===== src/rtl/serial_add_pkg.sv =====
// Shared types and helpers for the bit-serial adder controller.
// Holds the FSM state encoding and the counter-width helper.
package serial_add_pkg;

  typedef enum logic [1:0] {
    IDLE = 2'd0,
    RUN  = 2'd1,
    DONE = 2'd2
  } sa_state_t;

  function automatic int cnt_w(input int width);
    return $clog2(width);
  endfunction

endpackage


===== src/rtl/serial_full_adder_slice.sv =====
// One-bit full adder with a registered carry, reused every cycle of a serial add.
// The carry flop is cleared by rst or clr; sum is combinational from a, b and the stored carry.
module serial_full_adder_slice (
  input  logic clk,
  input  logic rst,
  input  logic clr,
  input  logic a,
  input  logic b,
  output logic sum,
  output logic carry_q
);

  logic carry_d;

  assign sum     = a ^ b ^ carry_q;
  assign carry_d = (a & b) | ((a ^ b) & carry_q);

  always_ff @(posedge clk) begin
    if (rst || clr) begin
      carry_q <= 1'b0;
    end else begin
      carry_q <= carry_d;
    end
  end

endmodule


===== src/rtl/serial_add_controller.sv =====
// Sequences a single full-adder slice over WIDTH cycles to add two WIDTH-bit operands,
// LSB first, between a valid/ready input handshake and a valid/ready output handshake.
module serial_add_controller
  import serial_add_pkg::*;
#(
  parameter int WIDTH = 8
) (
  input  logic             clk,
  input  logic             rst,
  input  logic             in_valid,
  output logic             in_ready,
  input  logic [WIDTH-1:0] in_a,
  input  logic [WIDTH-1:0] in_b,
  output logic             out_valid,
  input  logic             out_ready,
  output logic [WIDTH:0]   out_sum,
  output sa_state_t        dbg_state_o
);

  // Handshakes: a transfer happens on a posedge where valid and ready are both 1.
  // in_ready and out_valid are registered and never depend on in_valid/out_ready.

  localparam int CNT_W = cnt_w(WIDTH);
  localparam logic [CNT_W-1:0] CNT_LAST = CNT_W'(WIDTH - 1);

  sa_state_t        state_q;
  logic [CNT_W-1:0] cnt_q;
  logic [WIDTH-1:0] a_sr_q;
  logic [WIDTH-1:0] b_sr_q;
  logic [WIDTH-1:0] sum_sr_q;
  logic             in_ready_q;
  logic             out_valid_q;

  logic accept;
  logic slice_a;
  logic slice_b;
  logic slice_sum;
  logic carry_q;

  assign accept = (state_q == IDLE) && in_valid;

  // Feeding the carry back on both inputs makes the slice hold its carry-out in DONE.
  always_comb begin
    slice_a = 1'b0;
    slice_b = 1'b0;
    case (state_q)
      RUN: begin
        slice_a = a_sr_q[0];
        slice_b = b_sr_q[0];
      end
      DONE: begin
        slice_a = carry_q;
        slice_b = carry_q;
      end
      default: begin
        slice_a = 1'b0;
        slice_b = 1'b0;
      end
    endcase
  end

  serial_full_adder_slice u_slice (
    .clk     (clk),
    .rst     (rst),
    .clr     (accept),
    .a       (slice_a),
    .b       (slice_b),
    .sum     (slice_sum),
    .carry_q (carry_q)
  );

  always_ff @(posedge clk) begin
    if (rst) begin
      state_q     <= IDLE;
      cnt_q       <= '0;
      a_sr_q      <= '0;
      b_sr_q      <= '0;
      sum_sr_q    <= '0;
      in_ready_q  <= 1'b1;
      out_valid_q <= 1'b0;
    end else begin
      case (state_q)
        IDLE: begin
          if (in_valid) begin
            a_sr_q     <= in_a;
            b_sr_q     <= in_b;
            cnt_q      <= '0;
            in_ready_q <= 1'b0;
            state_q    <= RUN;
          end
        end
        RUN: begin
          a_sr_q   <= a_sr_q >> 1;
          b_sr_q   <= b_sr_q >> 1;
          sum_sr_q <= {slice_sum, sum_sr_q[WIDTH-1:1]};
          if (cnt_q == CNT_LAST) begin
            cnt_q       <= '0;
            out_valid_q <= 1'b1;
            state_q     <= DONE;
          end else begin
            cnt_q <= cnt_q + CNT_W'(1);
          end
        end
        DONE: begin
          if (out_ready) begin
            out_valid_q <= 1'b0;
            in_ready_q  <= 1'b1;
            state_q     <= IDLE;
          end
        end
        default: begin
          in_ready_q  <= 1'b1;
          out_valid_q <= 1'b0;
          state_q     <= IDLE;
        end
      endcase
    end
  end

  assign in_ready    = in_ready_q;
  assign out_valid   = out_valid_q;
  assign out_sum     = {carry_q, sum_sr_q};
  assign dbg_state_o = state_q;

endmodule


===== config.mk =====
export PLATFORM = sky130hd
export DESIGN_NAME = serial_add_controller
export DESIGN_NICKNAME = d
export VERILOG_FILES = /design/src/rtl/serial_add_pkg.sv /design/src/rtl/serial_full_adder_slice.sv /design/src/rtl/serial_add_controller.sv
export SDC_FILE = /design/constraint.sdc
export NUM_CORES = 1
export LEC_CHECK = 0
export CORE_AREA = 4 4 79 81
export CTS_BUF_LIST = sky130_fd_sc_hd__clkbuf_8
export DETAILED_ROUTE_END_ITERATION = 7
export DIE_AREA = 0 0 83 85
export DONT_BUFFER_PORTS = 1
export GPL_TIMING_DRIVEN = 0
export SETUP_SLACK_MARGIN = 0.5
export SYNTH_ARGS = -nofsm -noshare
export SYNTH_HDL_FRONTEND = slang
export SYNTH_SLANG_ARGS = --single-unit

===== constraint.sdc =====
create_clock -name clk -period 1.9 [get_ports clk]
set_input_delay 0.38 -clock clk [delete_from_list [all_inputs] [get_ports clk]]
set_output_delay 0.38 -clock clk [all_outputs]
set_load 0.03 [all_outputs]

Word-level counts from Yosys, hierarchy flattened --
Index checks and enable logic that the tools add are counted.
Storage, ports and cells: output and inout bits 13, flip-flop bits (word level) 32, bits of input ports 20
Cells by class: reduce and logical (&&, ||, !) cells 8, equality and inequality tests 6, add/sub/neg operators 1, bitwise logic cells 7, mux-type cells 19
Operators with widths (number):
- $pmux 8 s2 | 2
- $mux 8 | 2
- $reduce_and 3->1 | 3
- $mux 2 | 3
- $mux 3 | 2
- $ne 2x2->1 const B | 3
- $pmux 1 s3 | 2
- $pmux 2 s3 | 1
- $pmux 3 s2 | 1
- $mux 1 | 4
- $pmux 1 s2 | 2
- $add 3x1->3 const B | 1
- $eq 3x3->1 const B | 1
- $and 1x1->1 | 2
- $eq 2x1->1 const B | 1
- $eq 2x2->1 const B | 1
- $logic_not 2->1 | 1
- $not 1->1 | 2
- $reduce_and 2->1 | 1
- $reduce_bool 2->1 | 1
- $xor 1x1->1 | 2
- $logic_and 1x1->1 | 1
- $logic_or 1x1->1 | 1
- $or 1x1->1 | 1

Longest topological paths before layout --
Gate-level depths: netlist (run 1).
word-level depth 5, depth in mapped cells 7, gate-level depth less buffers 6

Cells and area by module --
From an unflattened synthesis (run 1), not the netlist that was laid out.
Second synthesis, totals: cell total of the unflattened synthesis 150, area total of the unflattened synthesis 1495.2 µm²
By module, submodules not included:
- serial_add_controller | instances 1, cells an instance 147, area each 1442.6 µm²
- serial_full_adder_slice | instances 1, cells an instance 3, area each 52.6 µm²

Least setup slack after synthesis (run 1) --
Ideal clock, no wire load.
path kind reg2reg, from reg state_q[1] (netlist: dbg_state_o[1]), to reg sum_sr_q[7], path buffers 1, arrival time 1.921 ns, library setup time 0.086 ns, required time 1.814 ns, stages on the path, launching flop included 8, path slack -0.107 ns, cell sequence dfxtp_1 inv_1 ha_1 buf_2 a22o_1 nand2_1 fa_1 a211oi_1
On the way: cells in the longest elaborated chain, start to end 4, elaborated cells on any way between the ends 6, classes of those cells 2 x eq/ne; 2 x mux; 2 x bitwise
Ends and longest elaborated chain:
- start: declaration | line serial_add_controller.sv:26 | sa_state_t state_q;
- start signal: assignment | line serial_add_controller.sv:74 | state_q <= IDLE;
- start signal: assignment | line serial_add_controller.sv:89 | state_q <= RUN;
- start signal: assignment | line serial_add_controller.sv:99 | state_q <= DONE;
- $eq 2x2->1 or $eq 2x1->1 (tied branches) | line serial_add_controller.sv:46, serial_add_controller.sv:82
- $pmux 1 s2 | line serial_add_controller.sv:46 | case (state_q)
- $xor 1x1->1 (2 in a row) | line serial_full_adder_slice.sv:15 | assign sum = a ^ b ^ carry_q;
- end signal: assignment | line serial_add_controller.sv:95 | sum_sr_q <= {slice_sum, sum_sr_q[WIDTH-1:1]};
- end: declaration | line serial_add_controller.sv:30 | logic [WIDTH-1:0] sum_sr_q;
Several ways; a longest one is shown, not always the timed one. A chain may end at the register's enable or synchronous reset.

Worst setup path in the final report (run 1) --
Ends and elaborated chain as after synthesis.

==> impl_metrics.ini, run 1 <==
[grt]
grt_pass1_vias = 1103
antenna_found_initial = 0
gr-total-overflow = 0
grt_usage_pct = 9.97
grt_start_max_net_pins = 11
grt_first_pass_wirelength_mm = 5.57

[drt]
finalWirelength_mm = 3.63
drc = 0
drt.antenna.violating_nets = 0
drt-initial-drc-count = 53
vias_per_cell = 4.77
drt-pass1-iter-count = 4
vias = 1160
wl_per_cell_um = 14.9

[sta]
finalHoldViolations = 0
fin_tns_setup_ns = 0
finalClockSkew_ns = 0.00774
report.final.slew_viol_count = 0
setup_ws_ns = 0.182
rsz0062_at_grt = yes
slew-limit-headroom_pct = 59.4
min_period_ns = 1.72
min_period_over_period_pct = 90.4
setup_violations = 0
worst_pin_slew_ns = 0.609
max_freq_mhz = 582

[placement]
hpwlAfterDp_mm = 2.34
gp_congestion = 0.765
place_area_mm2 = 0.00160
pre_cts_ws_ns = 0.169
place_inst = 222
numPortBuffers = 0

[floorplan]
io_pins = 33
coreArea_mm2 = 0.00547
die_area_mm2 = 0.00706
die_h_um = 85
rows = 27
dieWidth_um = 83
initial_utilization_pct = 26.9

[layout]
final_net_count = 199
final_cell_mix = dfxtp_1, mux2i_1, nor2_1, buf_6, a211oi_2
finalNonFillerCells = 243
antennaDiodeCount = 0
final_common_cell = dfxtp_1
design_area_mm2 = 0.00204
drive_gt1_share_pct = 40.4
areaGrowthSynthToFinish_pct = 38.8

[clock_network]
ctsHoldBuffers = 0
clk_path_buf_depth = 2
cts_sinks = 32
path_clk_slew_ns = 0.06
cts_made_buffers = 5
htreeDepth = 2
clockRootBuffer = clkbuf_8
cts_tree = done
clock_latency_ns = 0.28

[setup_path]
cp.arrival_ns = 1.91
path_class = reg -> reg
cp-start-kind = flip-flop
r2r-end = sum_sr_q[7]$_SDFFE_PP0N_
rr_startpoint = dbg_state_o[1]$_SDFFE_PP0P_
path_max_fanout = 4
rr_worst_depth = 7
r2r_setup_slack_ns = 0.18
cp.required_ns = 2.10
end_kind = flip-flop

[power_and_ir_drop]
ir_worst_vdd_v = 0.000274
p_leak_nw = 0.743
p_total_mw = 1.64
powerDensity_mw_per_mm2 = 803

[synth]
synthCells = 150
synth_area_mm2 = 0.00147
syn_area_per_cell_um2 = 9.82
syn-num-nets = 177
synth_cell_type_count = 29
yosysWarnings = 0
ys_seq_area_share_pct = 43.5
ys_ff_latch = 32

[flow_run]
maxCapViolCount = 0

[hold_path]
min_from = rst
min_path_cells = 1
hold_class = in -> reg
hold_path_end = u_slice.carry_q$_SDFF_PP0_

[outcome]
status = completed
[logic make-up (layout without fill, tap and decap cells)]
group	Yosys count	count (layout)	share of synthesized area [%]
simple gates	43	43	13.7
flops	32	32	43.5
buf+inv	16	37	6.29
mux	23	23	16.0
fa+ha+maj	7	7	6.46
compound gates	29	29	14.1
[worst max path at each step]
| stage | from | end |
|---|---|---|
| final | dbg_state_o[1]$_SDFFE_PP0P_ | sum_sr_q[7]$_SDFFE_PP0N_ |
| after CTS | dbg_state_o[0]$_SDFFE_PP0P_ | sum_sr_q[7]$_SDFFE_PP0N_ |
| after global routing | dbg_state_o[0]$_SDFFE_PP0P_ | sum_sr_q[7]$_SDFFE_PP0N_ |
| after floorplan | dbg_state_o[1]$_SDFFE_PP0P_ | sum_sr_q[7]$_SDFFE_PP0N_ |
| after detailed placement | dbg_state_o[1]$_SDFFE_PP0P_ | sum_sr_q[7]$_SDFFE_PP0N_ |
| after global placement | dbg_state_o[1]$_SDFFE_PP0P_ | sum_sr_q[7]$_SDFFE_PP0N_ |
[Yosys cell counts]
library cell	number	area [um2]
mux2i_1	22	220
a32oi_1	1	8.76
nand3b_1	1	7.51
mux2_4	1	15.0
inv_1	4	15.0
ha_1	6	75.1
nor2_1	24	90.1
a22o_1	2	17.5
buf_2	4	20.0
fa_1	1	20.0
or3_1	1	6.26
a211o_1	1	8.76
a311oi_1	1	8.76
a31oi_1	3	18.8
or2b_1	1	7.51
nand4b_1	2	17.5
nand2b_1	2	12.5
nor3_1	4	20.0
clkbuf_1	3	11.3
nand2_1	5	18.8
dfxtp_1	32	641
o21ai_0	1	5.00
a21oi_1	4	20.0
or3b_1	1	8.76
buf_4	1	7.51
a211oi_1	16	120
nor2b_1	2	12.5
buf_6	3	33.8
clkbuf_2	1	5.00
[per-stage QoR]
stage          util [%]  hold WS, ns
5_1_grt            37.4        0.157
3_5_place_dp       29.2        0.452
4_1_cts            34.2        0.163
2_1_floorplan         -        0.432
3_3_place_gp       29.2        0.444
6_report           37.4        0.172
[power breakdown]
group	switching [mW]	internal (mW)
sequential	0.0588	0.718
combinational	0.189	0.216
clock	0.222	0.238
total	0.469	1.17
[layer usage]
| layer | GRT usage, % | vias to the layer above | share of wire (%) |
|---|---|---|---|
| met5 | 0 | - | 0 |
| met4 | 3.12 | 0 | 1.2 |
| met3 | 4.85 | 6 | 7.1 |
| met2 | 15.7 | 22 | 48 |
| met1 | 12.0 | 556 | 43 |
| li1 | - | 576 | - |
[sequential cells by signal, summed over array words and instances (netlist names)]
| register | cells |
|---|---|
| sum_sr_q | 8 |
| b_sr_q | 8 |
| dbg_state_o | 2 |
| in_ready | 1 |
| out_valid | 1 |
| a_sr_q | 8 |
| cnt_q | 3 |
| u_slice.carry_q | 1 |
[critical path, cell delays in order, from the launching register on]
cell      delay [ns]
dfxtp_4         0.43
inv_4           0.06
ha_4            0.16
buf_8           0.11
a22o_1          0.19
nand2_1         0.07
fa_2            0.44
a211oi_2        0.17
[cell type report]
type | instances | area [um2]
timing repair buffer | 15 | 156
buffer | 12 | 114
inverter | 4 | 17.5
fill | 556 | 3430
multi-input combinational | 102 | 946
tap | 72 | 90.1
sequential | 32 | 648
clock buffer | 5 | 68.8
clock inverter | 1 | 3.75
[repair_timing]
item,CTS,global route
setup buffers,10,3
gates resized for setup,29,35
gates cloned,1,1
pin swaps,7,8
endpoints found under the setup margin,25,25
Note: power is estimated with default switching activity, not from simulation.
==> run 2: changes to the inputs <==
==> constraint.sdc (replaced) <==
create_clock -name clk -period 1.5 [get_ports clk]
set_input_delay 0.3 -clock clk [delete_from_list [all_inputs] [get_ports clk]]
set_output_delay 0.3 -clock clk [all_outputs]
set_load 0.03 [all_outputs]
==> run 2 against run 1 <==
Effect of this change:
- the flow now finishes with violations (negative setup slack)
- final area increased by 3.9%
- maximum frequency decreased by 0.37%
- combinational power increased by 31%
- register-to-register slack got worse by 0.41 ns
- total power increased by 33%
- sequential share of layout area decreased by 0.35 points
- critical endpoint unchanged
==> impl_metrics.ini, run 2 (same netlist as run 1, synthesis figures left out) <==
[outcome]
status = finished, violations left
failed_checks = negative setup slack

[clock_network]
ctsHoldBuffers = 0
cts_tree = done
cts_made_buffers = 5
clock_latency_ns = 0.29
cts_sinks = 32
htreeDepth = 2
clockRootBuffer = clkbuf_8
clk_path_buf_depth = 2
path_clk_slew_ns = 0.07

[floorplan]
die_h_um = 85
dieWidth_um = 83
coreArea_mm2 = 0.00547
rows = 27
initial_utilization_pct = 26.9
die_area_mm2 = 0.00706
io_pins = 33

[grt]
grt_pass1_vias = 1131
grtUsageMet1_pct = 13.8
grt_usage_pct = 11.1
antenna_found_initial = 0
gr-max-usage-layer = met2
met2_usage_pct = 16.5
grt_use_met3_pct = 5.05
grt_start_max_net_pins = 11
grt_first_pass_wirelength_mm = 6.05
gr-total-overflow = 0

[setup_path]
rr_worst_depth = 7
critical_path_depth = 7
cp.arrival_ns = 1.93
path_class = reg -> reg
path_max_fanout = 4
slowest_stage = dfxtp_4
cp-start-kind = flip-flop
cp.required_ns = 1.71
critPathTopFamily = adder cells
startpoint = dbg_state_o[1]$_SDFFE_PP0P_
max_stage_delay_ns = 0.44
crit_buf_inv = 2
rr_startpoint = dbg_state_o[1]$_SDFFE_PP0P_
path_cells = inv_4 > ha_4 > buf_8 > a22o_1 > nand2_2 > fa_2 > a211oi_2
end_kind = flip-flop

[sta]
max_freq_mhz = 580
min_period_ns = 1.72
setup_ws_ns = -0.224
finalClockSkew_ns = 0.00587
setup_violations = 25
report.final.slew_viol_count = 0
slew-limit-headroom_pct = 58.6
worst_pin_slew_ns = 0.621
rsz0062_at_grt = yes
finalHoldViolations = 0
min_period_over_period_pct = 115

[layout]
design_area_mm2 = 0.00212
final_common_cell = mux2i_1
nFillCells = 558
final_net_count = 202
reg_top3 = a_sr_q: 8 flops, b_sr_q: 8 flops, sum_sr_q: 8 flops
antennaDiodeCount = 0
areaGrowthSynthToFinish_pct = 44.2
drive_gt1_share_pct = 47.7
final_cell_mix = mux2i_1, dfxtp_1, nor2_1, buf_4, buf_6

[placement]
hpwlAfterDp_mm = 2.41
place_area_mm2 = 0.00164
numPortBuffers = 0
gp_congestion = 0.767

[drt]
finalWirelength_mm = 3.72
wl_per_cell_um = 15.0
vias = 1189
vias_per_cell = 4.79
drt-pass1-iter-count = 4
drt.antenna.violating_nets = 0
drt-initial-drc-count = 76
drc = 0

[power_and_ir_drop]
p_seq_share_pct = 44.9
p_leak_nw = 0.774
ir_worst_vdd_v = 0.000295
internal_power_mw = 1.56
powerDensity_mw_per_mm2 = 1030
p_sw_share_pct = 28.8
comb_power_share_pct = 24.2
p_total_mw = 2.19
clkPwrFrac_pct = 30.9
p_sw_mw = 0.630

[hold_path]
hold_class = in -> reg
min_path_cells = 1
min_from = rst

[flow_run]
maxCapViolCount = 0
==> run 2: cell count changes in the layout (fill, tap and decap cells not counted), sizes merged <==
| cell | previous run | this run |
|---|---|---|
| inv | 5 | 6 |
| buf | 23 | 27 |
==> run 2: worst register-to-register path, cell delays in order (launching register included) <==
cell,delay (ns)
dfxtp_4,0.44
inv_4,0.06
ha_4,0.16
buf_8,0.11
a22o_1,0.20
nand2_2,0.07
fa_2,0.44
a211oi_2,0.17
==> run 2: layer usage <==
metal  vias up  wire [um]
met5         -          0
met4         0         72
met3         7        251
met2        30       1730
met1       563       1660
li1        589          -
==> run 2: cell type report <==
class / instances / area [um2] / share of cell area [%]
Timing Repair Buffer: 18 / 181 / 8.54
Clock buffer: 6 / 82.6 / 3.89
Buffer: 12 / 126 / 5.95
Clock inverter: 2 / 7.51 / 0.354
Inverter: 4 / 17.5 / 0.825
Multi-Input combinational cell: 102 / 952 / 44.8
Sequential cell: 32 / 666 / 31.3
Tap cell: 72 / 90.1 / 4.24
==> run 2: what timing repair did <==
| item | 4_1_cts | 5_1_grt |
|---|---|---|
| resized for setup | 48 | 22 |
| buffers inserted | 11 | 4 |
| pin swaps | 16 | 8 |
| endpoints found under the setup margin | 45 | 45 |
| gates cloned | 3 | 0 |
==> run 2: path summary, 6_finish.rpt <==
path	endpoint	slack (ns)
max	sum_sr_q[7]$_SDFFE_PP0N_	-0.22
min	u_slice.carry_q$_SDFF_PP0_	0.07
max reg2reg	sum_sr_q[7]$_SDFFE_PP0N_	-0.22
min reg2reg	cnt_q[1]$_SDFFE_PP0P_	0.48
==> run 2: metrics by stage <==
stage	TNS (ns)	setup WS [ns]	utilization, %	hold WS [ns]	instances
after floorplan	-0.793	-0.168	-	0.378	150
after global placement	-2.28	-0.230	30.0	0.381	222
after detailed placement	-2.78	-0.252	30.0	0.397	222
after CTS	-3.42	-0.233	36.6	0.0672	244
after global routing	-5.31	-0.294	38.8	0.0575	248
final	-3.81	-0.224	38.8	0.0661	248
==> run 2: power groups by stage <==
| stage | Sequential [mW] | Combinational [mW] | Clock, mW |
|---|---|---|---|
| finish | 0.982 | 0.531 | 0.676 |
| global route | 0.991 | 0.572 | 0.751 |
| CTS | 0.974 | 0.471 | 0.703 |
| detailed placement | 0.987 | 0.334 | 0 |
| global placement | 0.985 | 0.329 | 0 |
| floorplan | 0.974 | 0.284 | 0 |
